==> config.mk <==
export PLATFORM = sky130hd
export DESIGN_NAME = fm_envgen
export DESIGN_NICKNAME = d
export VERILOG_FILES = /design/src/rtl/fm_envgen.sv
export SDC_FILE = /design/constraint.sdc
export NUM_CORES = 1
export LEC_CHECK = 0
export ABC_AREA = 1
export ABC_CLOCK_PERIOD_IN_PS = 3900
export BUFFER_PORTS_ARGS = -buffer_cell sky130_fd_sc_hd__buf_2
export CORE_MARGIN = 4
export CORE_UTILIZATION = 58
export DETAILED_ROUTE_END_ITERATION = 10
export HOLD_SLACK_MARGIN = 0.06
export PLACE_DENSITY = 0.79
export SYNTH_ARGS = -nofsm -noshare
export SYNTH_HDL_FRONTEND = slang
export SYNTH_SLANG_ARGS = --single-unit
==> constraint.sdc <==
create_clock -name clk -period 3.9 [get_ports clk]
set_clock_uncertainty 0.05 [all_clocks]
set_input_delay 0.195 -clock clk [delete_from_list [all_inputs] [get_ports clk]]
set_output_delay 0.195 -clock clk [all_outputs]
set_load 0.05 [all_outputs]
==> src/rtl/fm_envgen.sv <==
// fm_envgen: single-operator ADSR envelope plus total-level offset giving a 12-bit attenuation word.
// Latency: env/state update on the sample_tick cycle; atten registered one clk behind env. No backpressure.
// Optional tremolo term and am_en port with FM_ENVGEN_TREMOLO_EN.
module fm_envgen (
   input  logic        clk,
   input  logic        reset,
   input  logic        sample_tick,
   input  logic        key_on,
   input  logic [3:0]  attack_rate,
   input  logic [3:0]  decay_rate,
   input  logic [3:0]  sustain_level,
   input  logic [3:0]  release_rate,
   input  logic [5:0]  total_level,
`ifdef FM_ENVGEN_TREMOLO_EN
   input  logic        am_en,
`endif
   output logic [11:0] atten,
   output logic [2:0]  env_state
);

   typedef enum logic [2:0] {
      ST_OFF     = 3'd0,
      ST_ATTACK  = 3'd1,
      ST_DECAY   = 3'd2,
      ST_SUSTAIN = 3'd3,
      ST_RELEASE = 3'd4
   } state_t;

   state_t      state_q, state_d;
   logic [8:0]  env_q, env_d;
   logic        prev_key_q, prev_key_d;
   logic [14:0] tick_cnt_q, tick_cnt_d;
   logic [11:0] atten_q, atten_d;

   logic        step_a, step_d, step_r;
   logic [8:0]  attack_dec;
   logic [4:0]  trem_term;
   logic [13:0] atten_sum;

   // Rate R steps when the low (15-R) bits of the pre-increment count are all zero.
   function automatic logic rate_step(input logic [3:0] rate, input logic [14:0] cnt);
      logic [14:0] mask;
      mask = 15'h7FFF >> rate;
      return (rate != 4'd0) && ((cnt & mask) == 15'd0);
   endfunction

   always_comb begin
      step_a     = rate_step(attack_rate, tick_cnt_q);
      step_d     = rate_step(decay_rate, tick_cnt_q);
      step_r     = rate_step(release_rate, tick_cnt_q);
      attack_dec = {3'b000, env_q[8:3]} + 9'd1;

      env_d      = env_q;
      state_d    = state_q;
      prev_key_d = prev_key_q;
      tick_cnt_d = tick_cnt_q;

      if (sample_tick) begin
         tick_cnt_d = tick_cnt_q + 15'd1;
         prev_key_d = key_on;
         if (key_on && !prev_key_q) begin
            if (attack_rate == 4'd15) begin
               env_d   = 9'd0;
               state_d = ST_DECAY;
            end else begin
               state_d = ST_ATTACK;
            end
         end else if (!key_on && prev_key_q && (state_q != ST_OFF)) begin
            state_d = ST_RELEASE;
         end else begin
            case (state_q)
               ST_OFF: env_d = 9'd511;
               ST_ATTACK: begin
                  if (step_a) begin
                     env_d = (attack_dec >= env_q) ? 9'd0 : (env_q - attack_dec);
                     if (env_d == 9'd0) state_d = ST_DECAY;
                  end
               end
               ST_DECAY: begin
                  if (env_q >= {sustain_level, 5'b00000}) state_d = ST_SUSTAIN;
                  else if (step_d)                        env_d   = env_q + 9'd1;
               end
               ST_SUSTAIN: ;
               ST_RELEASE: begin
                  if (step_r) begin
                     env_d = (env_q == 9'd511) ? 9'd511 : (env_q + 9'd1);
                     if (env_d == 9'd511) state_d = ST_OFF;
                  end
               end
               default: state_d = ST_OFF;
            endcase
         end
      end
   end

   // Triangle tremolo folded from the top bits of the tick counter.
   always_comb begin
      trem_term = 5'd0;
`ifdef FM_ENVGEN_TREMOLO_EN
      if (am_en) trem_term = tick_cnt_q[14] ? ~tick_cnt_q[13:9] : tick_cnt_q[13:9];
`endif
      atten_sum = {2'b00, env_q, 3'b000} + {3'b000, total_level, 5'b00000} + {6'b000000, trem_term, 3'b000};
      atten_d   = (atten_sum > 14'd4095) ? 12'hFFF : atten_sum[11:0];
   end

   always_ff @(posedge clk) begin
      if (reset) begin
         env_q      <= 9'd511;
         state_q    <= ST_OFF;
         prev_key_q <= 1'b0;
         tick_cnt_q <= 15'd0;
         atten_q    <= 12'hFFF;
      end else begin
         env_q      <= env_d;
         state_q    <= state_d;
         prev_key_q <= prev_key_d;
         tick_cnt_q <= tick_cnt_d;
         atten_q    <= atten_d;
      end
   end

   assign atten     = atten_q;
   assign env_state = state_q;

endmodule

# ---- Yosys cells after proc, flatten, opt, wreduce, memory -nomap -nowiden
# Cells that the tools add are included.
dict set report op_classes {
  shift 3
  div_mod_pow 0
  n_lt_le_gt_ge 3
  n_reduce_logical 22
  addsub 5
  n_eq_ne 19
  n_mul 0
  bitwise_logic 3
  mux 19
}
# operator count
set op_table {}
lappend op_table {{9-bit two-way mux} 9}
lappend op_table {{15-bit AND} 3}
lappend op_table {{15-bit logical NOT} 3}
lappend op_table {{15-bit by 4-bit right shift with 15-bit output, first input constant} 3}
lappend op_table {{9-bit case mux with 4 select lines} 1}
lappend op_table {{3-bit two-way mux} 7}
lappend op_table {{4-bit inequality test, second input constant} 5}
lappend op_table {{9-bit == test, second input constant} 2}
lappend op_table {{15-bit by 1-bit adder with 15-bit output, second input constant} 1}
lappend op_table {{12-bit by 11-bit adder with 13-bit output} 1}
lappend op_table {{13-bit by 12-bit > comparator with 1-bit output, second input constant} 1}
lappend op_table {{3-bit inequality test, second input constant} 4}
lappend op_table {{3-bit case mux with 4 select lines} 1}
lappend op_table {{4-bit nonzero test} 3}
lappend op_table {{9-bit by 1-bit adder with 9-bit output, second input constant} 1}
lappend op_table {{7-bit by 9-bit >= comparator with 1-bit output} 1}
lappend op_table {{9-bit >= comparator} 1}
lappend op_table {{9-bit logical NOT} 1}
lappend op_table {{9-bit by 7-bit subtractor with 9-bit output} 1}
lappend op_table {{8-bit AND reduction} 1}
lappend op_table {{6-bit by 1-bit adder with 7-bit output, second input constant} 1}
lappend op_table {{7-bit AND reduction} 1}
lappend op_table {{3-bit by 2-bit == test with 1-bit output, second input constant} 2}
lappend op_table {{1-bit logical AND} 6}
lappend op_table {{other kinds (12)} 14}
dict set report totals {
  latch_bits 0
  ff_bits 40
  mem_bits_ro 0
  inputBits 26
  ram_bits 0
  wordCells 79
  memories 0
  out_inout_bits 15
}

# ---- Logic depth before layout (Yosys ltp)
dict set report depth {
  word_depth 9
  mapped_depth 22
}

# ---- Least setup slack after synthesis
# No wires, ideal clock.
dict set report synth_path {
  path_type {register -> register}
  from {reg env_q[3]}
  to {reg state_q[0], in the netlist env_state[0]}
  setup_time_ns 0.115
  path_slack_ns 1.291
  path_stages_with_launch 20
  path_buffers 0
  arrival_time_ns 2.444
  period_less_slack_ns 2.609
  path_cell_list {dfxtp_1 > ha_1 > nand3_2 > xor2_1 > ha_1 > inv_2 > nor3_4 > nand3b_4 > nand2_8 > inv_8 > nand2_2 > inv_1 > nor2_1 > nand3_1 > nand2_1 > nand2_1 > nand2_2 > nand3_2 > nand2_1 > nor2_2}
}
dict set report synth_between {
  elab_chain_len 6
  elab_cells_between_ends 14
  classes_between {add/sub (3); order compare (2); eq/ne (5); mux (2); reduce/logical (2)}
}
# element line_no
set synth_lines {}
lappend synth_lines {{start, declared} 30} ;# logic [8:0] env_q, env_d;
lappend synth_lines {{start signal, assigned} 114} ;# env_q <= env_d;
lappend synth_lines {{6-bit by 1-bit adder with 7-bit output} 51} ;# attack_dec = {3'b000, env_q[8:3]} + 9'd1;
lappend synth_lines {{9-bit by 7-bit subtractor with 9-bit output or 7-bit by 9-bit >= comparator with 1-bit output (tied branches)} 75} ;# env_d = (attack_dec >= env_q) ? 9'd0 : (env_q - attack_dec);
lappend synth_lines {{9-bit two-way mux} 75}
lappend synth_lines {{9-bit logical NOT} 76} ;# if (env_d == 9'd0) state_d = ST_DECAY;
lappend synth_lines {{4-bit inequality test (no source line)} --}
lappend synth_lines {{7-bit AND reduction (no source line) (*)} --}
lappend synth_lines {{end signal, assigned} 115} ;# state_q <= state_d;
lappend synth_lines {{end, declared} 29} ;# state_t state_q, state_d;
# Mark *: on every way between the ends. The rest lies on a longest branch, timed or not.
# A chain may end at the register's enable or synchronous reset.

# ---- Worst setup path after layout
# Same ends and word-level chain as after synthesis.

==> out/metrics.cfg <==
[place]
place.gp.congestion = 1.04
pre_cts_slack_ns = 0.952
dpl.hpwl_um = 7540
numPortBuffers = 40

[setup_path]
crit_path_frequent_cell = nand2_1
critPathKind = reg -> reg
endpoint_kind = flip-flop
critPathMaxStageDelay_ns = 0.57
crit_fanout = 9
required_ns = 4.04
reg2reg_depth = 20
cp_cell_sequence = ha_1, nand3_2, nor2_1, nand2_1, ha_1, nand2_2, nor3_4, nand3b_4, nand2_8, inv_8, nand2_2, inv_1, nor2_1, nand3_1, nand2_1, nand2_1, nand2_2, nand3_2, nand2_1, nor2_2
timing.rr.start = env_q[3]
start_kind = flip-flop
cpMaxStageDelayCell = dfxtp_1
regToRegEndpoint = env_state[0]
arrival_ns = 3.13
reg2reg_slack_ns = 0.91

[floorplan]
ios = 41
dieArea_mm2 = 0.00751
die_w_um = 86.7
core-area_mm2 = 0.00596
die_h_um = 86.7
row_count = 28
start_util = 0.603

[cells_and_area]
multi_input_area_mm2 = 0.00245
antennaDiodeCount = 0
postLayoutCoreUtil = 0.655
final_common_cell = nand2_1
fill_cells = 579
regArea_um2 = 741
nets = 665
syn2layout_area_growth_pct = 8.68
mostFrequentLayoutCells = nand2_1, inv_1, nor2_1, nand3_1, buf_2
drive_gt1_frac = 0.146

[global_routing]
grt_pass1_vias = 3495
grt_overflow = 0
grt_antenna_before_repair = 0
track_usage = 0.265
grt_pass1_wl_um = 16200
grt_start_max_net_pins = 25

[yosys]
mappedNetlistArea_mm2 = 0.00359
synth_seq_area_share = 0.206
synth_area_per_cell_um2 = 6.22
syn-num-nets = 628
ys_async_sr_fraction = 0
synth-edff-count = 0
synth_top_flop_cell = dfxtp_1
synthCells = 577
synth_cell_types = 46
ys_seq_elements = 37
ys_warn_count = 0

[pwr]
ir_drop_mv = 0.379
leakagePower_nw = 1.92
power_density_mw_per_mm2 = 467

[clock_network]
cts_htree_levels = 2
clk_latency_ns = 0.29
clock_sinks = 37
cts_hold_buf = 0
clockBufferDepth = 2
numCtsBuffers = 5
clkSlewWorstSetupHoldPaths_ns = 0.08
post-cts-setup-buffer-count = 0
cts_tree = built
clockRootBuffer = clkbuf_8
cts_resized = 0

[sta]
relSlewSlack = 0.458
fmax_mhz = 335
layout_min_cycle_time_ns = 2.99
final_max_slew_viol_count = 0
fin_tns_setup_ns = 0
rsz0062_at_grt = no
hold_viol_final = 0
layout_setup_ws_ns = 0.911
setup_violations = 0
timing.final.crit_share = 0.766
worstMarginPinSlew_ns = 0.810

[detailed_routing]
route.vias.total = 3811
viasPerCell = 5.52
wl_um = 9420
first_pass_iters = 5
drt-wirelength-per-cell_um = 13.6
drc_errors = 0
drt-initial-drc-count = 301
final_antenna_net_count = 0

[min_path]
hold_path_depth = 2
hold_end = env_state[2]
holdCritPathClass = in -> reg
hp-start = reset

[status]
status = complete, no violations

[flow_run]
cap_viol_max_count = 0

## area by class of cell
cell class,instances,share of cell area
multi-input combinational,445,0.628
sequential,37,0.190
inverter,85,0.0841
timing repair buffer,40,0.0513
tap,75,0.0241
clock buffer,5,0.0176
clock inverter,3,0.00449
## cells in the mapped netlist (2+ instances only)
cell type	count	area, µm²
o21ai_0	27	135
buf_6	2	22.5
nand3_1	47	235
inv_1	74	278
fa_1	2	40.0
o211ai_1	2	15.0
nor2_4	3	33.8
nand2_2	6	37.5
nand3_2	7	70.1
or2_2	2	12.5
buf_4	3	22.5
nand3b_1	2	15.0
dfxtp_1	37	741
nor3_1	10	50.1
nand2_4	3	33.8
clkinv_1	5	18.8
a41oi_1	3	26.3
inv_2	4	15.0
nor2_1	59	221
xor2_1	11	96.3
nand2_1	154	578
a21oi_1	33	165
o2111ai_1	5	43.8
ha_1	23	288
o21ai_1	11	55.1
nor2_2	6	37.5
xnor2_1	3	26.3
and2_1	2	12.5
buf_2	4	20.0
nand4_1	11	68.8
## metal layers
metal,up-vias,wire [µm],track usage
met1,1710,4500,0.397
li1,1952,-,-
met3,10,703,0.0380
met2,139,4120,0.401
met4,0,91,0.0567
met5,-,0,0
## through the flow
stage | hold WS [ns] | cells | cell area [µm²] | power (W)
2_1_floorplan | 0.214 | 577 | 3590 | 0.00132
3_3_place_gp | 0.411 | 682 | 3810 | 0.00153
3_5_place_dp | 0.411 | 682 | 3810 | 0.00155
4_1_cts | 0.0997 | 690 | 3900 | 0.00182
5_1_grt | 0.101 | 690 | 3900 | 0.00199
6_report | 0.114 | 690 | 3900 | 0.00182
## report_power, final
part           total (W)  internal, W  switching, W  leakage (nW)
logic            0.00109     0.000366      0.000727          1.57
clock network   0.000264     0.000123      0.000140        0.0439
registers       0.000466     0.000412     0.0000538         0.303
## how the worst max path moves through the flow
stage / start / to / slack, ns / cells past startpoint
CTS: env_q[3] / env_state[0] / 0.94 / 20
detailed placement: env_q[3] / env_state[0] / 0.95 / 20
finish: env_q[3] / env_state[0] / 0.91 / 20
global route: env_q[3] / env_state[0] / 0.63 / 21
global placement: env_q[3] / env_state[1] / 1.04 / 19
floorplan: env_q[3] / env_state[0] / 1.29 / 19
## critical path, delay by kind of cell, from the launching register on
| kind | cells | cell delay, ns |
|---|---|---|
| AND/OR/NAND/NOR | 16 | 1.51 |
| flip-flops | 1 | 0.57 |
| adder cells (fa/ha/maj) | 2 | 0.66 |
| buffers and inverters | 2 | 0.10 |
## sequential cells by signal (all words and copies together), names as in the netlist
register and flops:
env_state 3, tick_cnt_q 14, atten 10, env_q 9
prev_key_q 1
## logic make-up (layout without fill, tap and decap cells)
group                      count (synthesis)  in the layout  share of synthesized area
and+or+nand+nor                          319            319                      0.420
xor gates and xnor gates                  14             14                     0.0342
adders and majority gates                 25             25                     0.0914
DFF                                       37             37                      0.206
buffers and inverters                     95            133                      0.111
AOI/OAI and AO/OA                         87             87                      0.137
Note: power is estimated with default switching activity, not from simulation.
